`config.mk`:
```
export PLATFORM = sky130hd
export DESIGN_NAME = game_flow_ctrl
export DESIGN_NICKNAME = d
export VERILOG_FILES = /design/src/rtl/game_flow_ctrl.sv
export SDC_FILE = /design/constraint.sdc
export NUM_CORES = 1
export LEC_CHECK = 0
export ABC_AREA = 1
export CORE_ASPECT_RATIO = 0.9
export CORE_MARGIN = 5
export CORE_UTILIZATION = 35
export DETAILED_ROUTE_END_ITERATION = 8
export PLACE_DENSITY_LB_ADDON = 0.05
export SYNTH_ARGS = -nofsm -noshare
export SYNTH_HDL_FRONTEND = slang
export SYNTH_SLANG_ARGS = --single-unit
```
`constraint.sdc`:
```
create_clock -name clk -period 2.7 [get_ports clk]
set_clock_uncertainty 0.05 [all_clocks]
set_input_delay 0.675 -clock clk [delete_from_list [all_inputs] [get_ports clk]]
set_output_delay 0.675 -clock clk [all_outputs]
set_load 0.005 [all_outputs]
```
`src/rtl/game_flow_ctrl.sv`:
```
// game_flow_ctrl: frame-synchronised scene sequencer for space-2433.
// Owns the screen select, lives, BCD score and (optionally) the BCD high score.
// Turns button/gameplay pulses into screen changes and play enables.
// Optional feature macro: HISCORE_EN adds the HISCORE screen and hiscore register.
//
// Ports:
//   clk          in   system clock
//   reset        in   synchronous, active-low reset
//   frame_tick   in   1-cycle pulse per frame
//   action_pulse in   debounced action button pulse
//   ship_hit     in   ship destroyed pulse
//   alien_kill   in   alien destroyed pulse
//   screen       out  0=title 1=play 2=game_over 3=high_score
//   lives        out  remaining lives
//   score_bcd    out  two-digit BCD score
//   hiscore_bcd  out  two-digit BCD best score (0 without HISCORE_EN)
//   play_en      out  1 only in PLAY
//   ship_visible out  0 while DYING
//   new_game     out  1-cycle pulse on game start
module game_flow_ctrl #(
  parameter logic [3:0] START_LIVES     = 4'd3,
  parameter logic [7:0] RESPAWN_FRAMES  = 8'd60,
  parameter logic [7:0] GAMEOVER_FRAMES = 8'd180
) (
  input  logic       clk,
  input  logic       reset,
  input  logic       frame_tick,
  input  logic       action_pulse,
  input  logic       ship_hit,
  input  logic       alien_kill,
  output logic [1:0] screen,
  output logic [3:0] lives,
  output logic [7:0] score_bcd,
  output logic [7:0] hiscore_bcd,
  output logic       play_en,
  output logic       ship_visible,
  output logic       new_game
);

  localparam logic [7:0] RESPAWN_LAST  = RESPAWN_FRAMES - 8'd1;
  localparam logic [7:0] GAMEOVER_LAST = GAMEOVER_FRAMES - 8'd1;

  typedef enum logic [2:0] {
    ST_TITLE,
    ST_PLAY,
    ST_DYING,
    ST_GAME_OVER
`ifdef HISCORE_EN
    , ST_HISCORE
`endif
  } state_t;

  state_t     state;
  logic       act_pending;
  logic [7:0] frame_cnt;
  logic       go_req;

  // A screen-change request is consumed only on a frame boundary.
  assign go_req = frame_tick & (act_pending | action_pulse);

  // Two-digit BCD increment that saturates at 99.
  function automatic logic [7:0] bcd_inc(input logic [7:0] v);
    logic [7:0] r;
    if (v == 8'h99)
      r = v;
    else if (v[3:0] == 4'd9)
      r = {v[7:4] + 4'd1, 4'd0};
    else
      r = {v[7:4], v[3:0] + 4'd1};
    return r;
  endfunction

`ifndef HISCORE_EN
  assign hiscore_bcd = 8'h00;
`endif

  // Scene state machine with registered outputs.
  always_ff @(posedge clk) begin
    if (!reset) begin
      state        <= ST_TITLE;
      screen       <= 2'd0;
      lives        <= START_LIVES;
      score_bcd    <= 8'h00;
`ifdef HISCORE_EN
      hiscore_bcd  <= 8'h00;
`endif
      play_en      <= 1'b0;
      ship_visible <= 1'b1;
      new_game     <= 1'b0;
      act_pending  <= 1'b0;
      frame_cnt    <= 8'd0;
    end else begin
      new_game <= 1'b0;
      // Frame counter saturates; any state change below overrides with 0.
      if (frame_tick && frame_cnt != 8'hFF)
        frame_cnt <= frame_cnt + 8'd1;

      case (state)
        ST_TITLE: begin
          if (go_req) begin
            state        <= ST_PLAY;
            screen       <= 2'd1;
            play_en      <= 1'b1;
            ship_visible <= 1'b1;
            lives        <= START_LIVES;
            score_bcd    <= 8'h00;
            new_game     <= 1'b1;
            act_pending  <= 1'b0;
            frame_cnt    <= 8'd0;
          end else if (action_pulse) begin
            act_pending <= 1'b1;
          end
        end

        ST_PLAY: begin
          if (alien_kill)
            score_bcd <= bcd_inc(score_bcd);
          if (ship_hit) begin
            state        <= ST_DYING;
            play_en      <= 1'b0;
            ship_visible <= 1'b0;
            frame_cnt    <= 8'd0;
            if (lives != 4'd0)
              lives <= lives - 4'd1;
          end
        end

        ST_DYING: begin
          // Ship hits are ignored here; kills still score.
          if (alien_kill)
            score_bcd <= bcd_inc(score_bcd);
          if (frame_tick && frame_cnt == RESPAWN_LAST) begin
            frame_cnt    <= 8'd0;
            ship_visible <= 1'b1;
            if (lives != 4'd0) begin
              state   <= ST_PLAY;
              play_en <= 1'b1;
            end else begin
              state  <= ST_GAME_OVER;
              screen <= 2'd2;
            end
          end
        end

        ST_GAME_OVER: begin
          if (frame_tick && (act_pending || action_pulse || frame_cnt == GAMEOVER_LAST)) begin
            act_pending <= 1'b0;
            frame_cnt   <= 8'd0;
`ifdef HISCORE_EN
            // Valid BCD orders the same as binary, so a plain compare suffices.
            if (score_bcd > hiscore_bcd) begin
              state       <= ST_HISCORE;
              screen      <= 2'd3;
              hiscore_bcd <= score_bcd;
            end else begin
              state  <= ST_TITLE;
              screen <= 2'd0;
            end
`else
            state  <= ST_TITLE;
            screen <= 2'd0;
`endif
          end else if (action_pulse) begin
            act_pending <= 1'b1;
          end
        end

`ifdef HISCORE_EN
        ST_HISCORE: begin
          if (go_req) begin
            state       <= ST_TITLE;
            screen      <= 2'd0;
            act_pending <= 1'b0;
            frame_cnt   <= 8'd0;
          end else if (action_pulse) begin
            act_pending <= 1'b1;
          end
        end
`endif

        default: begin
          state        <= ST_TITLE;
          screen       <= 2'd0;
          play_en      <= 1'b0;
          ship_visible <= 1'b1;
          act_pending  <= 1'b0;
          frame_cnt    <= 8'd0;
        end
      endcase
    end
  end

endmodule
```
==> metrics.csv <==
stage,metric,value,unit
critical_path,R2R cell count,11,
die,die area,0.00658,sq mm
synthesis,Netlist Area Pre-Place,0.00177,sq mm
power,Pwr Density,791,mW/mm^2
routing,"antenna viol nets, final",0,
critical_path,"Data required, critical path",1.98,ns
placed_design,dpl ws,0.411,ns
cells_and_area,Final nets,301,
cells_and_area,area grow syn2layout,18.9,%
clocking,Bufs on Longest Clock Path,2,
clocking,hold buffer count at cts,0,
routing,DR pass1 iterations,5,
grt,total gr overflow,0,
synthesis,post-synthesis simple-gate area fraction,0.385,
sta,max frequency,496,MHz
placed_design,RD Place Congestion,0.772,
grt,pin count of the biggest net entering global routing,17,
synthesis,yosys warns,0,
cells_and_area,proportion of layout cells with a drive suffix above 1,0.0954,
sta,Hold Fails Final Rpt,0,
critical_path,CP Cell Sequence,clkdlybuf4s50_1,
critical_path,CP Capture Type,primary output,
critical_path,"Slowest-stage cell, CP",clkdlybuf4s50_1,
grt,GRT Util Overall,0.116,
critical_path,Worst R2R Start,state[0]$_SDFFE_PN0P_,
die,Rows,24,
critical_path,Critical path buffers and inverters,1,
sta,fin worst setup slack,0.685,ns
critical_path,RR Endpoint,score_bcd[1]$_SDFFE_PN0P_,
synthesis,leading area contributor after synthesis,dfxtp_1,
die,Die Y,77.5,um
placed_design,Area after DPL,0.00203,sq mm
synthesis,Yosys reg bits,28,
flow_run,total of max-cap violations,0,
power,leak pwr,0.000926,uW
cells_and_area,"Design Area, Final",0.00211,sq mm
clocking,H-tree Lvls,1,
synthesis,sequential element share of the synthesized area,0.317,
cells_and_area,Antenna diodes,0,
die,Initial Util,0.364,
routing,drt drc,0,
critical_path,startpoint class of the critical path,register,
critical_path,launch point of the worst path,score_bcd[0]$_SDFFE_PN0P_,
grt,first-pass GRT wire length,6420,um
die,Die Width,85.0,um
clocking,CTS sink cnt,28,
status,status,"finished, final reports clean",
synthesis,"top cells by area, synth","dfxtp_1 32%, nand2_1 14%, ha_1 7.8%",
clocking,postcts setup bufs,0,
critical_path,Worst Setup EP,score_bcd[0],
synthesis,Synth top area share,0.317,
placed_design,# port buffers,22,
sta,final-report setup violation count,0,
critical_path,Crit path depth,1,
critical_path,CP max FO,6,
synthesis,Mapped Cells,258,
critical_path,CP top delay family,buffers and inverters,
power,total power,1670,uW
sta,setup_tns,0,ns
routing,drt first-iter violations,67,
synthesis,main combinational cell family by area after synthesis,simple AND/OR/NAND/NOR gates,
synthesis,Synth async-reset ratio,0,
routing,Avg Vias per Cell,4.46,
power,VDD IR max,326,uV
synthesis,Syn Area/Cell,6.86,sq um
clocking,Worst-path clk slew,0.10,ns
grt,initial antenna violation count,0,
synthesis,ys flop type,dfxtp_1,
clocking,clock root cell,clkbuf_8,
clocking,number of buffers created by CTS,3,
synthesis,Post-synth EDFFs,0,
worst_hold_path,HP Class,reg -> reg,
sta,Final Max Tran Viols,0,
critical_path,max incr delay on CP,0.55,ns
clocking,post_cts resized,0,
placed_design,post-DP HPWL,2820,um
critical_path,Crit Path Class,reg -> out,
sta,fin crit period,2.02,ns
clocking,worst skew pair latency,0.28,ns
synthesis,list of most frequent post-synthesis cells,"66 x nand2_1, 35 x nor2_1, 29 x inv_1",
synthesis,post-synthesis mux area share,0,
synthesis,top-count cell post-synth,nand2_1,
critical_path,Crit path arrival time,1.29,ns
synthesis,Synth Area in Adders,0.0777,
synthesis,Yosys cell types,30,
grt,vias in the first global route,1398,
sta,post-route clock period utilization,0.746,
synthesis,xor/xnor share of the synthesized area,0.0396,
cells_and_area,fillers,515,
die,Core Box Area,0.00486,sq mm
critical_path,r2r setup slk,0.77,ns
die,num ports,31,
routing,via count,1552,
clocking,CTS tree,built,
routing,final wirelength,3650,um
sta,RSZ-0062 raised after global routing,false,
synthesis,Synth Area in Compound Gates,0.0664,
routing,drt wl/cell,10.5,um
[cells in the final DEF, fill, tap and decap left out, drive strengths merged, types with 2 or more instances in the layout]
master,instances
or2,2
xor2,5
dfxtp,28
nand2,73
xnor2,3
nand3,18
o21ai,9
a21oi,10
clkbuf,3
nor3,6
nand4,5
conb,8
nor2,41
buf,2
inv,32
clkdlybuf4s50,22
ha,11
[logic make-up (layout without fill, tap and decap cells)]
kind of cell / after synthesis / after routing
AOI/OAI and AO/OA: 22 / 22
and+or+nand+nor: 146 / 146
xor gates and xnor gates: 8 / 8
buffers and inverters: 42 / 60
DFF: 28 / 28
other: 1 / 8
adders and majority gates: 11 / 11
[layout make-up]
class | count | area [sq um] | area share
inverter | 32 | 120 | 0.0570
sequential | 28 | 561 | 0.266
multi-input combinational | 195 | 1040 | 0.493
tap | 65 | 81.3 | 0.0386
clock inverter | 1 | 30.0 | 0.0143
clock buffer | 3 | 41.3 | 0.0196
timing repair buffer | 24 | 235 | 0.112
[flip-flops by register name, indices dropped and copies added, names as in the netlist]
| register | flops |
|---|---|
| score_bcd | 8 |
| lives | 4 |
| ship_visible | 1 |
| act_pending | 1 |
| new_game | 1 |
| play_en | 1 |
| state | 2 |
| screen | 2 |
| frame_cnt | 8 |
[per-stage QoR]
step,utilization,instances,hold WS (ns)
final,0.433,348,0.403
after global placement,0.418,344,0.392
after floorplan,-,265,0.392
after global routing,0.433,348,0.464
after CTS,0.433,348,0.411
after detailed placement,0.418,344,0.394
[worst min-delay path by stage]
stage / start / endpoint / slack, ns / depth (start not counted)
4_1_cts: play_en$_SDFFE_PN0P_ / play_en$_SDFFE_PN0P_ / 0.41 / 2
3_3_place_gp: play_en$_SDFFE_PN0P_ / play_en$_SDFFE_PN0P_ / 0.39 / 2
6_report: play_en$_SDFFE_PN0P_ / play_en$_SDFFE_PN0P_ / 0.40 / 2
3_5_place_dp: play_en$_SDFFE_PN0P_ / play_en$_SDFFE_PN0P_ / 0.39 / 2
2_1_floorplan: play_en$_SDFFE_PN0P_ / play_en$_SDFFE_PN0P_ / 0.39 / 2
5_1_grt: play_en$_SDFFE_PN0P_ / play_en$_SDFFE_PN0P_ / 0.46 / 2
[power by group]
group / switching (uW) / leakage [uW] / internal [uW]
sequential: 70.8 / 0.000229 / 495
clock: 139 / 0.0000357 / 199
combinational: 457 / 0.000662 / 305
total: 667 / 0.000926 / 999
[routing by layer]
layer / global-route usage / vias to the layer above / part of all wire
met5: 0 / - / 0
met4: 0.0190 / 0 / 0.0063
met3: 0.0297 / 2 / 0.033
met2: 0.176 / 23 / 0.43
met1: 0.168 / 686 / 0.53
li1: - / 841 / -
Power figures use the tool's default switching activity.
